File: src/rtl/sync_down_timer.sv
// Synchronous down-counting timer with one-shot and periodic auto-reload modes.
// Optional pause input is enabled by defining TIMER_PAUSE_EN.
module sync_down_timer #(
   parameter int WIDTH = 3
) (
   input  logic             clk,
   input  logic             rst,
   input  logic             start,
   input  logic             stop,
   input  logic             periodic,
`ifdef TIMER_PAUSE_EN
   input  logic             pause,
`endif
   input  logic [WIDTH-1:0] load_val,
   output logic [WIDTH-1:0] Q,
   output logic             busy,
   output logic             tc
);

   typedef enum logic [0:0] {
      IDLE = 1'b0,
      RUN  = 1'b1
   } state_t;

   localparam logic [WIDTH-1:0] ZERO = {WIDTH{1'b0}};
   localparam logic [WIDTH-1:0] ONE  = {{(WIDTH-1){1'b0}}, 1'b1};

   state_t           state_r, state_s;
   logic [WIDTH-1:0] q_r, q_s;
   logic [WIDTH-1:0] reload_r, reload_s;
   logic             mode_r, mode_s;
   logic             tc_r, tc_s;
   logic             busy_r;
   logic             hold_s;

`ifdef TIMER_PAUSE_EN
   assign hold_s = pause & (state_r == RUN);
`else
   assign hold_s = 1'b0;
`endif

   // Next-state and next-output decode; stop beats start, start beats pause.
   always_comb begin
      state_s  = state_r;
      q_s      = q_r;
      tc_s     = 1'b0;
      reload_s = reload_r;
      mode_s   = mode_r;
      if (stop) begin
         state_s = IDLE;
      end else if (start) begin
         if (load_val != ZERO) begin
            q_s      = load_val;
            reload_s = load_val;
            mode_s   = periodic;
            state_s  = RUN;
         end else begin
            q_s     = ZERO;
            tc_s    = 1'b1;
            state_s = IDLE;
         end
      end else if (hold_s) begin
         state_s = RUN;
      end else begin
         case (state_r)
            RUN: begin
               if (q_r > ONE) begin
                  q_s = q_r - ONE;
               end else if (q_r == ONE) begin
                  q_s     = ZERO;
                  tc_s    = 1'b1;
                  state_s = mode_r ? RUN : IDLE;
               end else begin
                  // Zero is only held in RUN for the extra reload cycle of periodic mode.
                  q_s = reload_r;
               end
            end
            IDLE: begin
               q_s = q_r;
            end
            default: begin
               state_s = IDLE;
            end
         endcase
      end
   end

   // State and output registers with synchronous reset.
   always_ff @(posedge clk) begin
      if (rst) begin
         state_r  <= IDLE;
         q_r      <= ZERO;
         reload_r <= ZERO;
         mode_r   <= 1'b0;
         tc_r     <= 1'b0;
         busy_r   <= 1'b0;
      end else begin
         state_r  <= state_s;
         q_r      <= q_s;
         reload_r <= reload_s;
         mode_r   <= mode_s;
         tc_r     <= tc_s;
         busy_r   <= (state_s == RUN);
      end
   end

   assign Q    = q_r;
   assign busy = busy_r;
   assign tc   = tc_r;

endmodule
File: config.mk
export PLATFORM = sky130hd
export DESIGN_NAME = sync_down_timer
export DESIGN_NICKNAME = d
export VERILOG_FILES = /design/src/rtl/sync_down_timer.sv
export SDC_FILE = /design/constraint.sdc
export NUM_CORES = 1
export LEC_CHECK = 0
export ABC_AREA = 1
export CAP_MARGIN = 40
export CORE_AREA = 2 2 39 41
export CTS_CLUSTER_SIZE = 8
export DETAILED_ROUTE_END_ITERATION = 8
export DIE_AREA = 0 0 41 43
export PLACE_DENSITY = 0.68
export SETUP_SLACK_MARGIN = 0.4
export SYNTH_ARGS = -nofsm -noshare
export SYNTH_HDL_FRONTEND = slang
export SYNTH_SLANG_ARGS = --single-unit
File: constraint.sdc
create_clock -name clk -period 1.1 [get_ports clk]
set_input_delay 0.22 -clock clk [delete_from_list [all_inputs] [get_ports clk]]
set_output_delay 0.22 -clock clk [all_outputs]
set_load 0.02 [all_outputs]
==> results.ini, run 1 <==
[status]
status=finished, violations left
failed_checks=setup timing

[timing]
slew_viol_final=0
period_needed_ns=1.16
worst_pin_slew_ns=0.210
finalWorstSetupSlack_ns=-0.0646
whs_ns=0.227
hold_violations=0
rsz0062_at_grt=yes
fin_skew_ns=0.000205
finalSetupViolations=4
maxSlewHeadroom_pct=85.9
fmax_ghz=0.859
tns_ns=-0.155
period_share_pct=106

[cts]
cts_tree=yes
clkSlewWorstSetupHoldPaths_ns=0.06
cts_made_buffers=3
htree_num_levels=1
clock_path_buffers=2
cts.sinks=9
cts_root_buffer=clkbuf_4
clkLatencyLatePin_ns=0.27

[drt]
routed.top_layer=met4
firstDrtPassIters=4
dr_wl_met3_um=88
routed_wl_um=1410
drc=0
ant_nets=0
wl_met2_um=741
vias=600
wl_met1_um=558
wl_per_cell_um=11.9
drtIter0Drc=29
viasPerCell=5.08

[floorplanning]
io_pins=13
row_count=14
coreArea_um2=1380
dieArea_um2=1760
start_util_pct=37.7
die_w_um=41
die_h_um=43

[setup_path]
critical_path.max_fanout=5
cpPeakStageDelay_ns=0.35
slowest_stage=dfxtp_4
endpoint_kind=flip-flop
cp_common_cell=nand2_1
crit_arrival_ns=1.37
reg2reg_to=Q[1]
required_ns=1.30
r2r_slack_ns=-0.06
reg2reg_depth=7
crit_path_start_kind=flip-flop
cp_top_family=flip-flops
r2r_start=Q[0]
worstPathBufferInverterCount=1
path_cells=buf_12 -> ha_4 -> nand2_4 -> nand2_1 -> o21ai_1 -> nand2_1 -> a21oi_2
critical_path_class=reg2reg

[power_and_ir_drop]
p_int_uw=625
ir_drop_mv=0.593
pwr-share-comb_pct=31.8
pwr-share-seq_pct=39.2
power_density_nw_per_um2=1060
swShare_pct=32.1
leakagePower_uw=0.000402
p_switching_uw=296
clkPwrFrac_pct=29.1

[grt]
grt_start_max_net_pins=8
track_usage_pct=19.2
antenna_found_initial=0
grt_pass1_wl_um=2190
overflow=0
grt_pass1_vias=552

[yosys]
synthCells=75
syn_area_per_cell_um2=6.96
syn_nets=85
ys_ff_latch=9
yosysWarnings=0
ys_seq_area_share_pct=34.5
ys_types=18
syn-cell-area_um2=522

[min_path]
whs_path_depth=3
worstHoldStart=load_val[0]
hp-class=in2reg
min_to=reload_r[0]

[cells_and_area]
antenna_cells=0
area_growth_pct=67.1
drive_gt1_share_pct=53.9
layout.nets=113

[placed_design]
port_buffers=12
dp_hpwl_um=1040
routabilityCongestion=0.815

[run]
maxCapViolCount=0

[worst min-delay path, delay by kind of cell]
kind / cells / cell delay, ns
buf+inv: 2 / 0.17
compound gates: 1 / 0.06
[logic make-up after synthesis]
kind of cell | share of synthesized area (%)
DFF | 34.5
adders and majority gates | 4.80
AOI/OAI and AO/OA | 20.4
buffers and inverters | 11.5
and+or+nand+nor | 28.8
[cells in the final DEF (no fill, tap or decap), types with 2 or more instances in the layout]
cell type,n
inv_2,5
o21ai_2,2
nand2_1,15
clkbuf_4,3
nor2_1,3
nor2_4,2
inv_1,4
dfxtp_4,2
nand4_1,2
dfxtp_2,3
buf_6,5
clkbuf_2,2
o21ai_1,3
nand2_2,3
ha_4,2
a21oi_1,8
nand3_1,3
dfxtp_1,4
buf_4,12
nand2_4,2
a21oi_2,2
inv_4,3
[flip-flops by register name, summed over array words and instances, names as in the netlist]
signal and cells:
Q 3, busy 1, mode_r 1, reload_r 3, tc 1
[worst max path at each step]
| stage | startpoint | end | slack [ns] | depth (start not counted) |
|---|---|---|---|---|
| 6_report | Q[0] | Q[1] | -0.06 | 7 |
| 5_1_grt | Q[1] | Q[2] | -0.13 | 8 |
| 4_1_cts | Q[0] | Q[1] | -0.05 | 7 |
| 3_5_place_dp | load_val[0] | reload_r[0] | -0.28 | 7 |
| 3_3_place_gp | load_val[0] | reload_r[2] | -0.25 | 7 |
| 2_1_floorplan | Q[1] | Q[2] | 0.04 | 9 |
[timing repair]
| action | CTS | global route |
|---|---|---|
| setup endpoints to repair | 14 | 14 |
| pin swaps | 4 | 7 |
| hold buffers | 0 | 0 |
| gates resized for setup | 51 | 16 |
| setup buffers | 2 | 0 |
[power by group through the flow]
stage                     clock network (µW)  registers [µW]  logic (µW)
after floorplan                            0             382         137
after global placement                     0             366         261
after detailed placement                   0             366         266
after CTS                                262             361         277
after global routing                     290             363         317
final                                    268             360         292
[cell type report]
cell class              count  area (µm²)
inverters                  13        61.3
multi-input cells          52         352
flip-flops and latches      9         191
well taps                  16        20.0
repair buffers             24         221
clock buffers               4        26.3
fillers                   120         512
[synth_stat cells]
master / number / share of area [%]
a21oi_1: 8 / 7.7
a21oi_2: 2 / 3.4
buf_6: 1 / 2.2
dfxtp_1: 9 / 35
ha_1: 2 / 4.8
inv_1: 9 / 6.5
inv_2: 4 / 2.9
nand2_1: 18 / 13
nand2_2: 2 / 2.4
nand3_1: 3 / 2.9
nand3_2: 1 / 1.9
nand4_1: 2 / 2.4
nor2_1: 4 / 2.9
nor2_2: 2 / 2.4
nor3_1: 1 / 0.96
o211ai_1: 1 / 1.4
o21ai_1: 5 / 4.8
o21ai_4: 1 / 3.1
[metrics by stage]
stage / instances / area, µm² / util (%) / total power, µW / setup slack, ns
CTS: 118 / 853 / 61.7 / 899 / -0.0470
detailed placement: 112 / 792 / 57.2 / 632 / -0.277
global placement: 112 / 792 / 57.2 / 627 / -0.252
finish: 118 / 872 / 63.0 / 920 / -0.0646
floorplan: 75 / 576 / - / 518 / 0.0356
global route: 118 / 872 / 63.0 / 970 / -0.129
[layer usage]
layer,vias to the layer above,global-route usage (%)
li1,298,-
met1,282,21.6
met2,15,29.1
met3,5,7.85
met4,0,10.7
met5,-,0
(Power assumes the default switching activity.)
==> run 2: changes to the inputs <==
--- a/config.mk
+++ b/config.mk
@@ -11,6 +11,7 @@
 export CTS_CLUSTER_SIZE = 8
 export DETAILED_ROUTE_END_ITERATION = 8
 export DIE_AREA = 0 0 41 43
+export GPL_ROUTABILITY_DRIVEN = 0
 export PLACE_DENSITY = 0.68
 export SETUP_SLACK_MARGIN = 0.4
 export SYNTH_ARGS = -nofsm -noshare
==> results of run 2 <==
Final layout, timing and power as in run 1 (identical DEF).
